==> config.mk <==
export PLATFORM = sky130hd
export DESIGN_NAME = status_fifo
export DESIGN_NICKNAME = d
export VERILOG_FILES = /design/src/rtl/status_fifo.sv
export SDC_FILE = /design/constraint.sdc
export NUM_CORES = 1
export LEC_CHECK = 0
export CELL_PAD_IN_SITES_DETAIL_PLACEMENT = 0
export CELL_PAD_IN_SITES_GLOBAL_PLACEMENT = 2
export CORE_UTILIZATION = 35
export CTS_CLUSTER_DIAMETER = 60
export DETAILED_ROUTE_END_ITERATION = 7
export PLACE_DENSITY_LB_ADDON = 0.1
export SLEW_MARGIN = 10
export SYNTH_ARGS = -nofsm -noshare
export SYNTH_HDL_FRONTEND = slang
export SYNTH_SLANG_ARGS = --single-unit
==> constraint.sdc <==
create_clock -name clk -period 2.36 [get_ports clk]
set_input_delay 0.59 -clock clk [delete_from_list [all_inputs] [get_ports clk]]
set_output_delay 0.59 -clock clk [all_outputs]
set_load 0.005 [all_outputs]
==> src/rtl/status_fifo.sv <==
// Synchronous FIFO with registered storage; a push into a full FIFO is
// accepted only when a pop happens in the same cycle.
module status_fifo #(
  parameter int unsigned DEPTH = 8,
  parameter int unsigned W     = 8
) (
  input  logic         clk,
  input  logic         rst,
  input  logic         push,
  input  logic         pop,
  input  logic [W-1:0] wdata,
  output logic [W-1:0] rdata,
  output logic         full,
  output logic         empty
);

  localparam int unsigned AW = $clog2(DEPTH);

  logic [W-1:0] mem_q [DEPTH];
  logic [W-1:0] mem_d [DEPTH];
  logic [AW:0]  wr_ptr_q, wr_ptr_d;
  logic [AW:0]  rd_ptr_q, rd_ptr_d;
  logic         do_push, do_pop;

  assign empty = (wr_ptr_q == rd_ptr_q);
  assign full  = (wr_ptr_q[AW] != rd_ptr_q[AW]) &&
                 (wr_ptr_q[AW-1:0] == rd_ptr_q[AW-1:0]);
  assign rdata = mem_q[rd_ptr_q[AW-1:0]];

  always_comb begin
    do_pop   = pop && !empty;
    do_push  = push && (!full || do_pop);
    mem_d    = mem_q;
    wr_ptr_d = wr_ptr_q;
    rd_ptr_d = rd_ptr_q;
    if (do_push) begin
      mem_d[wr_ptr_q[AW-1:0]] = wdata;
      wr_ptr_d = wr_ptr_q + (AW+1)'(1);
    end
    if (do_pop) begin
      rd_ptr_d = rd_ptr_q + (AW+1)'(1);
    end
  end

  always_ff @(posedge clk or posedge rst) begin
    if (rst) begin
      for (int unsigned i = 0; i < DEPTH; i++) begin
        mem_q[i] <= '0;
      end
      wr_ptr_q <= '0;
      rd_ptr_q <= '0;
    end else begin
      mem_q    <= mem_d;
      wr_ptr_q <= wr_ptr_d;
      rd_ptr_q <= rd_ptr_d;
    end
  end

endmodule

## Yosys cells after proc, flatten, opt, wreduce, memory -nomap -nowiden

Cells that the tools add are included.

| storage, ports and cells | value |
|---|---|
| logic and storage cells | 33 |
| register bits after elaboration | 72 |
| output and inout port bits | 10 |
| input port bits | 12 |

| operators by class | value |
|---|---|
| equal/unequal tests | 3 |
| $add $sub $neg | 2 |
| bitwise gates (word level) | 2 |
| $lt $le $gt $ge | 3 |
| reductions and logical operators | 7 |
| mux-type cells | 6 |

Operators by type and width:

| cell | count |
|---|---|
| $bwmux 64 | 1 |
| $bmux 8 s3 | 1 |
| $demux 8 s3 | 1 |
| $mux 8 | 3 |
| $add 4x1->4 const B | 2 |
| $ge 4x4->1 const B | 2 |
| $not 3->4 | 2 |
| $eq 4x4->1 | 1 |
| $logic_and 1x1->1 | 4 |
| $lt 4x1->1 const B | 1 |
| $eq 3x3->1 | 1 |
| $logic_not 1->1 | 2 |
| $logic_or 1x1->1 | 1 |
| $ne 1x1->1 | 1 |

## Logic depth before layout (Yosys ltp)

Gate-level depths: netlist of run 1.

| logic depth | value |
|---|---|
| word-level depth | 6 |
| gate-level depth with buffers | 6 |
| depth with buffers taken out | 4 |

## Least setup slack after synthesis of run 1

No wires, ideal clock.

| timing | value |
|---|---|
| kind | register -> output |
| from | register rd_ptr_q[1] |
| to | output port rdata[0] |
| path buffers | 2 |
| setup slack | 0.094 ns |
| data required time | 1.770 ns |
| cell stages (with the launch flop) | 5 |
| arrival time | 1.676 ns |
| cell sequence | dfrtp_1 -> buf_1 -> buf_1 -> mux4_2 -> mux2_2 |

| on the way | value |
|---|---|
| longest elaborated chain between the ends | 4 |

RTL lines:

| element | RTL line | text |
|---|---|---|
| from (decl) | 22 | `logic [AW:0] rd_ptr_q, rd_ptr_d;` |
| from (signal assigned) | 55 | `rd_ptr_q <= rd_ptr_d;` |
| $not 3->4 (not written as such) | 28 | `assign rdata = mem_q[rd_ptr_q[AW-1:0]];` |
| $bmux 8 s3 | 28 |  |
| $mux 8 (not written as such) (2 in series) | 28 |  |
| to (decl) | 12 | `output logic [W-1:0] rdata,` |

Every way passes these cells. The select of a mux whose other input is x is not followed.

## Worst setup path after layout of run 1

| timing | value |
|---|---|
| from | register rd_ptr_q[0] |
| to | output port rdata[1] |

The elaborated chain is that of the path after synthesis.

==> impl_metrics.yaml, run 1 <==
outcome:
  run_status: "complete, but fails checks"
  violations: "setup timing"
detailed_routing:
  firstDrtPassIters: 4
  route.final.wire_length_um: 7770
  via_count: 2030
  ant_nets: 0
  detail_route.vias_per_cell: 4.90
  route.detailed.wl_per_inst_um: 18.8
  drcViolationCount: 0
  drt_iter0_drc: 43
worst_setup_path:
  r2r_start: "rd_ptr_q[0]"
  timing.critical_path.arrival_ps: 1960
  slowest_stage: "mux4_2"
  worst-r2r-setup-slack_ps: 110
  crit_path_max_fanout: 5
  end_kind: "output port"
  reg2reg_depth: 8
  worstPathCellList: "buf_12 -> buf_8 -> mux4_2 -> mux2_4 -> buf_6"
  critical_path.startpoint_type: "flip-flop"
  worstPathRequired_ps: 1770
  cp_max_stage_delay_ps: 500
  r2r-end: "mem_q[38]"
  criticalPathCategory: "flip-flop to output port"
global_route:
  grt_overflow: 0
  first_global_vias: 2220
  grt_start_max_net_pins: 64
  grt_usage_pct: 17.3
  grt_pass1_wl_um: 12700
  grt_antenna_before_repair: 0
finish:
  post_layout_cell_count: 414
  drive_above_1_share_pct: 57.5
  finish.net_count: 295
  postLayoutCellArea_um2: 4480
  diodes: 0
  area_growth_pct: 28.9
cts:
  numClockSinks: 72
  cts_root_buffer: "clkbuf_8"
  htreeDepth: 3
  cts_tree: "built"
  worstSkewPairLatency_ps: 340
  cts-buffers-inserted: 9
  cts_hold_repair.buffers: 0
  clk_pin_slew_worst_paths_ps: 70
  cts_max_path_buffers: 2
hold_path:
  holdCritPathClass: "flip-flop to flip-flop"
  min_from: "mem_q[8]"
  min_path_cells: 1
  hold-path-endpoint: "mem_q[8]"
pwr:
  clock_power_share_pct: 14.1
  power.switching_fraction_pct: 31.5
  power_switching_mw: 2.14
  power_frac_comb_pct: 53.1
  worst_case_vdd_ir_drop_v: 0.000561
  power.density_cell_area_nw_per_um2: 1520
  power_report.internal_total_mw: 4.65
  power.share.sequential_pct: 32.8
  power.leakage_nw: 1.93
placement:
  globalplace.congestion: 0.755
  dpl.cell_count: 384
  place_area_um2: 4020
  dp.final_hpwl_um: 4940
  buffers_on_ports: 21
sta:
  slew-limit-headroom_pct: 56.5
  grt_setup_unrepaired: "true"
  worst-slew-pin-transition_ps: 651
  timing.final.ws_setup_ps: -193
  setup_viol: 8
  slew_viol_final: 0
  clock_skew_ps: 9.41
  final_period_minus_worst_setup_slack_ps: 2550
  max_freq_mhz: 392
  min_period_over_period_pct: 108
  report.final.hold_viol_count: 0
yosys:
  syn_area_um2: 3470
  yosysUniqueCellTypes: 36
  synth_seq_area_share_pct: 51.9
  avgSynthCellArea_um2: 15.9
  synth_top_cells_by_count: "dfrtp_1, mux2_2, mux4_2"
  number_of_synthesized_flops_with_an_enable_pin: 0
  synth_flop_cell: "dfrtp_1"
  syn_nets: 232
  synth.top_cells.by_area: "dfrtp_1, mux2_2, mux4_2"
  yosys_register_bits: 72
  synth_top_area_share_pct: 51.9
  synth.most_common_cell: "dfrtp_1"
  asyncSetResetFlopFracSynth_pct: 100
  number_of_synthesis_warnings: 0
  synthDominantAreaCellType: "dfrtp_1"
  syn-instance-count: 218
floorplanning:
  die_h_um: 102
  std_cell_rows: 35
  io_pins: 22
  chipWidth_um: 102
  initial_core_util_pct: 36.9
  dieArea_um2: 10300
  core_region_area_um2: 9420
job:
  max_cap_viol_count: 0
## what timing repair did
action                                  4_1_cts  5_1_grt
endpoints found under the setup margin       10       18
gates cloned                                  1        0
gates resized for setup                      61       12
buffers inserted                             12        2
## final cells by class
type / count / area [um^2]
multi-input combinational: 133 / 1670
timing repair buffer: 61 / 638
clock buffer: 12 / 145
sequential: 72 / 1800
inverter: 4 / 18.8
tap: 129 / 161
fill: 862 / 4940
clock inverter: 3 / 42.5
## routing by layer
metal	global-route usage (%)	routed length (um)	part of all wire [%]
met1	24.2	3800	49
met5	0	0	0
met2	27.0	3720	48
met3	4.62	182	2.3
met4	4.01	79	1.0
## worst max-delay path by stage
stage	slack, ps	endpoint	start
global route	-250	rdata[1]	rd_ptr_q[0]
floorplan	90	rdata[0]	rd_ptr_q[1]
finish	-190	rdata[1]	rd_ptr_q[0]
global placement	-100	mem_q[62]	pop
CTS	-250	rdata[1]	rd_ptr_q[0]
detailed placement	-120	mem_q[38]	pop
## power by group through the flow
stage | clock, mW | sequential [mW] | combinational [mW]
after floorplan | 0 | 2.11 | 2.09
after global placement | 0 | 2.22 | 3.00
after detailed placement | 0 | 2.23 | 3.02
after CTS | 1.00 | 2.23 | 3.50
after global routing | 1.06 | 2.31 | 3.89
final | 0.957 | 2.23 | 3.61
## cell families (layout without fill, tap and decap cells)
group | count (synthesis) | after routing | synth area share (%)
AOI/OAI and AO/OA | 9 | 9 | 2.67
xor gates and xnor gates | 13 | 13 | 3.50
adders and majority gates | 2 | 2 | 0.721
buffers and inverters | 13 | 80 | 2.09
DFF | 72 | 72 | 51.9
muxes | 89 | 89 | 34.9
and+or+nand+nor | 20 | 20 | 4.22
## registers in the layout (all words and copies together), names as in the netlist
signal / cells
wr_ptr_q: 4
rd_ptr_q: 4
mem_q: 64
## worst max-delay path: cells and delay by family (launching register included)
family	cells	cell delay [ps]
flip-flops	1	460
multiplexers	2	790
buffers and inverters	3	370
## layout by cell type, fill, tap and decap left out, drive strengths merged
master / n
xnor2: 6
or4b: 1
o211ai: 1
xor2: 7
nand2: 3
nor4: 1
o41ai: 2
nand4: 1
ha: 2
o21a: 1
nand3: 2
bufinv: 1
clkinv: 1
a31oi: 1
clkbuf: 13
o21ai: 1
or4: 1
mux2: 73
nand4b: 1
clkinvlp: 2
buf: 47
mux4: 16
a41oi: 1
inv: 3
clkdlybuf4s50: 11
a2bb2oi: 1
nor2: 5
nor3: 3
dfrtp: 72
nand2b: 1
dlygate4sd2: 2
nor4b: 1
a21oi: 1
## per-stage QoR
| stage | setup TNS, ps | setup slack, ps | hold WS [ps] | util, % | total power, mW |
|---|---|---|---|---|---|
| after floorplan | 0 | 94.0 | 475 | - | 4.21 |
| after global placement | -2540 | -101 | 483 | 42.6 | 5.22 |
| after detailed placement | -3100 | -125 | 491 | 42.6 | 5.25 |
| after CTS | -1680 | -247 | 508 | 46.9 | 6.74 |
| after global routing | -2000 | -254 | 520 | 47.5 | 7.26 |
| final | -1410 | -193 | 501 | 47.5 | 6.79 |
No activity file was read; power rests on OpenSTA's default activity.
==> run 2, diff against run 1 <==
--- a/config.mk
+++ b/config.mk
@@ -10,6 +10,7 @@
 export CORE_UTILIZATION = 35
 export CTS_CLUSTER_DIAMETER = 60
 export DETAILED_ROUTE_END_ITERATION = 7
+export GPL_TIMING_DRIVEN = 0
 export PLACE_DENSITY_LB_ADDON = 0.1
 export SLEW_MARGIN = 10
 export SYNTH_ARGS = -nofsm -noshare
==> constraint.sdc (replaced) <==
create_clock -name clk -period 2.2 [get_ports clk]
set_input_delay 0.55 -clock clk [delete_from_list [all_inputs] [get_ports clk]]
set_output_delay 0.55 -clock clk [all_outputs]
set_load 0.005 [all_outputs]
==> run 2 against run 1 <==
Effect of this change:
- the run still ends with setup timing left
- clock skew decreased by 1.4 ps
- flip-flop and latch count unchanged
- clock power increased by 11%
- register-to-register slack got worse by 120 ps
- wire length increased by 1.6%
- final area increased by 0.95%
- sequential share of layout area decreased by 0.38 points
- power increased by 8.8%
- worst setup slack got worse by 140 ps
- critical endpoint is now rdata[0]
==> impl_metrics.yaml, run 2 (synthesized netlist as in run 1, its figures left out) <==
finish:
  largest_register_ffs: 64
  diodes: 0
  area_growth_pct: 30.1
  largestRegisters: "mem_q (64), rd_ptr_q (4), wr_ptr_q (4)"
  finish.net_count: 289
  most-common-layout-cells: "dfrtp_1, mux2_2, mux2_4"
  largest-register: "mem_q"
  n_fill_cell: 843
  layout.cells.most_common: "dfrtp_1"
  drive_above_1_share_pct: 58.6
detailed_routing:
  route.detailed.wl_per_inst_um: 19.3
  route.final.wire_length_um: 7890
  firstDrtPassIters: 4
  drt_iter0_drc: 34
  ant_nets: 0
  detail_route.vias_per_cell: 4.93
  via_count: 2015
  drcViolationCount: 0
pwr:
  power.density_cell_area_nw_per_um2: 1630
  worst_case_vdd_ir_drop_v: 0.000609
  power.leakage_nw: 1.94
cts:
  cts_max_path_buffers: 2
  cts_hold_repair.buffers: 0
  numClockSinks: 72
  cts_root_buffer: "clkbuf_8"
  cts-buffers-inserted: 9
  clk_pin_slew_worst_paths_ps: 80
  worstSkewPairLatency_ps: 340
  htreeDepth: 3
  cts_tree: "built"
sta:
  worst-slew-pin-transition_ps: 506
  fin_worst_hold_slack_ps: 504
  final_period_minus_worst_setup_slack_ps: 2530
  slew_viol_final: 0
  timing.final.ws_setup_ps: -330
  slew-limit-headroom_pct: 66.2
  report.final.hold_viol_count: 0
  min_period_over_period_pct: 115
  setup_viol: 15
  max_freq_mhz: 395
  grt_setup_unrepaired: "true"
  clock_skew_ps: 8.00
placement:
  buffers_on_ports: 20
  dpl_worst_slack_ps: -955
  dp.final_hpwl_um: 4630
  globalplace.congestion: 0.660
worst_setup_path:
  r2r-end: "mem_q[33]"
  r2r_start: "rd_ptr_q[0]"
  end_kind: "output port"
  reg2reg_depth: 9
  critical_path.startpoint_type: "flip-flop"
  criticalPathCategory: "flip-flop to output port"
  worstPathRequired_ps: 1650
  timing.critical_path.arrival_ps: 1980
  crit_path_max_fanout: 5
  worst-r2r-setup-slack_ps: -10
global_route:
  grt_pass1_wl_um: 12300
  grt_start_max_net_pins: 35
  first_global_vias: 2071
  grt_usage_pct: 16.8
  grt_antenna_before_repair: 0
  grt_overflow: 0
floorplanning:
  core_region_area_um2: 9420
  std_cell_rows: 35
  dieArea_um2: 10300
  chipWidth_um: 102
  io_pins: 22
  die_h_um: 102
  initial_core_util_pct: 36.9
hold_path:
  min_from: "mem_q[12]"
  min_path_cells: 1
  hold-path-endpoint: "mem_q[12]"
  holdCritPathClass: "flip-flop to flip-flop"
outcome:
  violations: "setup timing"
  run_status: "complete, but fails checks"
job:
  max_cap_viol_count: 0
[run 2: what timing repair did]
| item | CTS | global route |
|---|---|---|
| pin swaps | 6 | 6 |
| endpoints found under the setup margin | 58 | 46 |
| buffers inserted | 22 | 4 |
| endpoints found under the hold margin | 0 | 0 |
| gates cloned | 1 | 1 |
| gates resized for setup | 81 | 16 |
[run 2: power breakdown]
part / switching (mW) / internal [mW] / leakage, nW
Combinational: 1.49 / 2.46 / 0.973
Clock: 0.510 / 0.554 / 0.0993
Sequential: 0.384 / 1.99 / 0.866
[run 2: per-stage QoR]
step	instance area, um^2	utilization [%]	total power, mW	TNS, ps	instances
6_report	4520	48.0	7.39	-2410	409
5_1_grt	4520	48.0	7.90	-4350	409
4_1_cts	4490	47.7	7.38	-4910	408
3_5_place_dp	3880	41.2	5.50	-32600	369
3_3_place_gp	3840	40.8	5.45	-40340	367
2_1_floorplan	3480	-	4.51	0	218
[run 2: worst max-delay path by stage]
| stage | slack (ps) | cells past startpoint | to | startpoint |
|---|---|---|---|---|
| after floorplan | 10 | 4 | rdata[0] | rd_ptr_q[0] |
| after global placement | -930 | 5 | rdata[3] | rd_ptr_q[1] |
| after detailed placement | -950 | 5 | rdata[3] | rd_ptr_q[1] |
| after CTS | -350 | 6 | rdata[3] | rd_ptr_q[0] |
| after global routing | -420 | 6 | rdata[3] | rd_ptr_q[0] |
| final | -330 | 6 | rdata[0] | rd_ptr_q[0] |
[run 2: critical path, stage by stage (launching register included)]
cell and delay, ps:
dfrtp_1 390, buf_12 140, buf_8 100, buf_12 100, mux4_2 500, mux2_4 290
buf_6 110
[run 2: layout make-up]
| type | instances | area, um^2 | area share (%) |
|---|---|---|---|
| inverter | 4 | 18.8 | 0.415 |
| tap | 129 | 161 | 3.57 |
| buffer | 9 | 101 | 2.24 |
| clock buffer | 11 | 141 | 3.13 |
| sequential | 72 | 1800 | 39.9 |
| multi-input combinational | 134 | 1750 | 38.7 |
| clock inverter | 5 | 56.3 | 1.25 |
| timing repair buffer | 45 | 487 | 10.8 |
[run 2: per-layer routing]
layer  global-route usage, %  wire, um  share of wire (%)
met1                    24.2      3980                 50
met2                    25.4      3680                 47
met3                    3.73       162                2.1
met4                    4.68        70               0.89
met5                       0         0                  0
==> run 3, diff against run 2 <==
--- a/config.mk
+++ b/config.mk
@@ -8,10 +8,11 @@
 export CELL_PAD_IN_SITES_DETAIL_PLACEMENT = 0
 export CELL_PAD_IN_SITES_GLOBAL_PLACEMENT = 2
 export CORE_UTILIZATION = 35
-export CTS_CLUSTER_DIAMETER = 60
+export CTS_CLUSTER_DIAMETER = 150
 export DETAILED_ROUTE_END_ITERATION = 7
 export GPL_TIMING_DRIVEN = 0
 export PLACE_DENSITY_LB_ADDON = 0.1
+export SETUP_SLACK_MARGIN = 0.05
 export SLEW_MARGIN = 10
 export SYNTH_ARGS = -nofsm -noshare
 export SYNTH_HDL_FRONTEND = slang
==> run 3 against run 2 <==
Effect of this change:
- the flow still finishes with violations (setup timing)
- final area down 1.6%
- wire length down 4.3%
- register-to-register slack better by 130 ps
- flip-flop and latch count unchanged
- via count down 0.20%
- die area unchanged
- final cell count down 1.5%
- global-route usage about the same
- largest cell class unchanged
==> impl_metrics.yaml, run 3 (synthesized netlist as in run 1, its figures left out) <==
outcome:
  run_status: "complete, but fails checks"
  violations: "setup timing"
cts:
  numClockSinks: 72
  cts_tree: "built"
  cts_max_path_buffers: 2
  cts_hold_repair.buffers: 0
  cts_root_buffer: "clkbuf_8"
  htreeDepth: 3
  clk_pin_slew_worst_paths_ps: 70
  worstSkewPairLatency_ps: 340
  cts-buffers-inserted: 9
detailed_routing:
  firstDrtPassIters: 4
  ant_nets: 0
  met2WireLength_um: 3620
  route.detailed.wl_per_inst_um: 18.7
  met3_wirelength_um: 189
  drt-met1-wl_um: 3550
  highest_layer: "met4"
  detail_route.vias_per_cell: 4.99
  route.final.wire_length_um: 7550
  drt_iter0_drc: 43
  drcViolationCount: 0
  via_count: 2011
finish:
  area_of_the_multi_input_gates_um2: 1710
  area_growth_pct: 28.0
  postLayoutCellArea_um2: 4440
  n_fill_cell: 832
  layout.cells.most_common: "dfrtp_1"
  diodes: 0
  largest_register_ffs: 64
  finish.net_count: 286
  most-common-layout-cells: "dfrtp_1, mux2_2, buf_6, mux2_4, mux4_2"
  utilization_after_layout_pct: 47.2
  largest-register: "mem_q"
  post_layout_cell_count: 403
  area.sequential_um2: 1800
  drive_above_1_share_pct: 57.7
  largestRegisters: "mem_q (64), rd_ptr_q (4), wr_ptr_q (4)"
worst_setup_path:
  criticalPathCategory: "flip-flop to output port"
  critical_path.n_buffers_inverters: 3
  crit_path_max_fanout: 5
  worst-r2r-setup-slack_ps: 120
  slowest_stage: "mux4_2"
  cp_max_stage_delay_ps: 500
  critical_path.most_common_cell: "buf_12"
  timing.critical_path.max_delay_family: "multiplexers"
  critical_path.startpoint_type: "flip-flop"
  worstPathCellList: "buf_12 -> buf_12 -> mux4_2 -> mux2_4 -> buf_6"
  timing.critical_path.arrival_ps: 1910
  worstPathRequired_ps: 1650
  end_kind: "output port"
sta:
  slew_viol_final: 0
  min_period_over_period_pct: 112
  final_period_minus_worst_setup_slack_ps: 2460
  worst-slew-pin-transition_ps: 519
  slew-limit-headroom_pct: 65.0
  report.final.hold_viol_count: 0
  setup_viol: 8
  timing.final.ws_setup_ps: -264
  fin_worst_hold_slack_ps: 505
  clock_skew_ps: 9.46
  grt_setup_unrepaired: "true"
  max_freq_mhz: 406
floorplanning:
  chipWidth_um: 102
  core_region_area_um2: 9420
  io_pins: 22
  initial_core_util_pct: 36.9
  dieArea_um2: 10300
  std_cell_rows: 35
  die_h_um: 102
pwr:
  power.density_cell_area_nw_per_um2: 1620
  power.leakage_nw: 1.89
  worst_case_vdd_ir_drop_v: 0.000517
  design_power_total_mw: 7.21
placement:
  buffers_on_ports: 20
  place_area_um2: 3890
  dpl.cell_count: 369
  dp.final_hpwl_um: 4690
  globalplace.congestion: 0.653
hold_path:
  holdCritPathClass: "flip-flop to flip-flop"
global_route:
  grt_pass1_wl_um: 12300
  grt_antenna_before_repair: 0
  grt_overflow: 0
  grt_start_max_net_pins: 35
  grt_usage_pct: 16.8
  first_global_vias: 2133
job:
  max_cap_viol_count: 0
-- run 3: stage by stage --
stage               setup TNS [ps]  setup WS, ps
floorplan                        0          98.1
global placement            -39650          -947
detailed placement          -30080          -957
CTS                          -2380          -301
global route                 -2580          -338
finish                       -2010          -264
-- run 3: final timing paths --
| check | from | to | cells after the start |
|---|---|---|---|
| min reg2reg | mem_q[47] | mem_q[47] | 1 |
| min in group asynchronous | rst | mem_q[62] | 2 |
| max | rd_ptr_q[0] | rdata[2] | 5 |
| max reg2reg | rd_ptr_q[0] | mem_q[47] | 8 |
| max in group asynchronous | rst | mem_q[56] | 4 |
| min | mem_q[47] | mem_q[47] | 1 |
-- run 3: per-layer routing --
| layer | vias up | GRT usage [%] |
|---|---|---|
| li1 | 920 | - |
| met1 | 1047 | 22.6 |
| met2 | 30 | 25.9 |
| met3 | 14 | 4.62 |
| met4 | 0 | 6.24 |
| met5 | - | 0 |
-- run 3: worst reg2reg max path, delay by kind of cell, from the launching register on --
kind	cells	cell delay, ps
flip-flops	1	410
AND/OR/NAND/NOR	1	40
XOR/XNOR	1	190
buffers and inverters	4	650
AO/OA/AOI/OAI	1	420
multiplexers	1	270
-- run 3: cell type report --
class	instances	area share (%)
flip-flops and latches	72	40.6
multi-input cells	133	38.5
repair buffers	43	10.6
well taps	129	3.63
clock buffers	12	3.27
plain buffers	9	2.28
clock inverters	1	0.676
inverters	4	0.422
-- run 3: timing repair --
action                     4_1_cts  5_1_grt
resized for setup               80        6
pin swaps                        8        4
setup buffers                   16        4
gates cloned                     1        0
setup endpoints to repair       67       31
-- run 3: power by group --
| group | switching (mW) | internal (mW) |
|---|---|---|
| clock network | 0.448 | 0.538 |
| logic | 1.43 | 2.40 |
| registers | 0.399 | 2.00 |
| total | 2.27 | 4.93 |
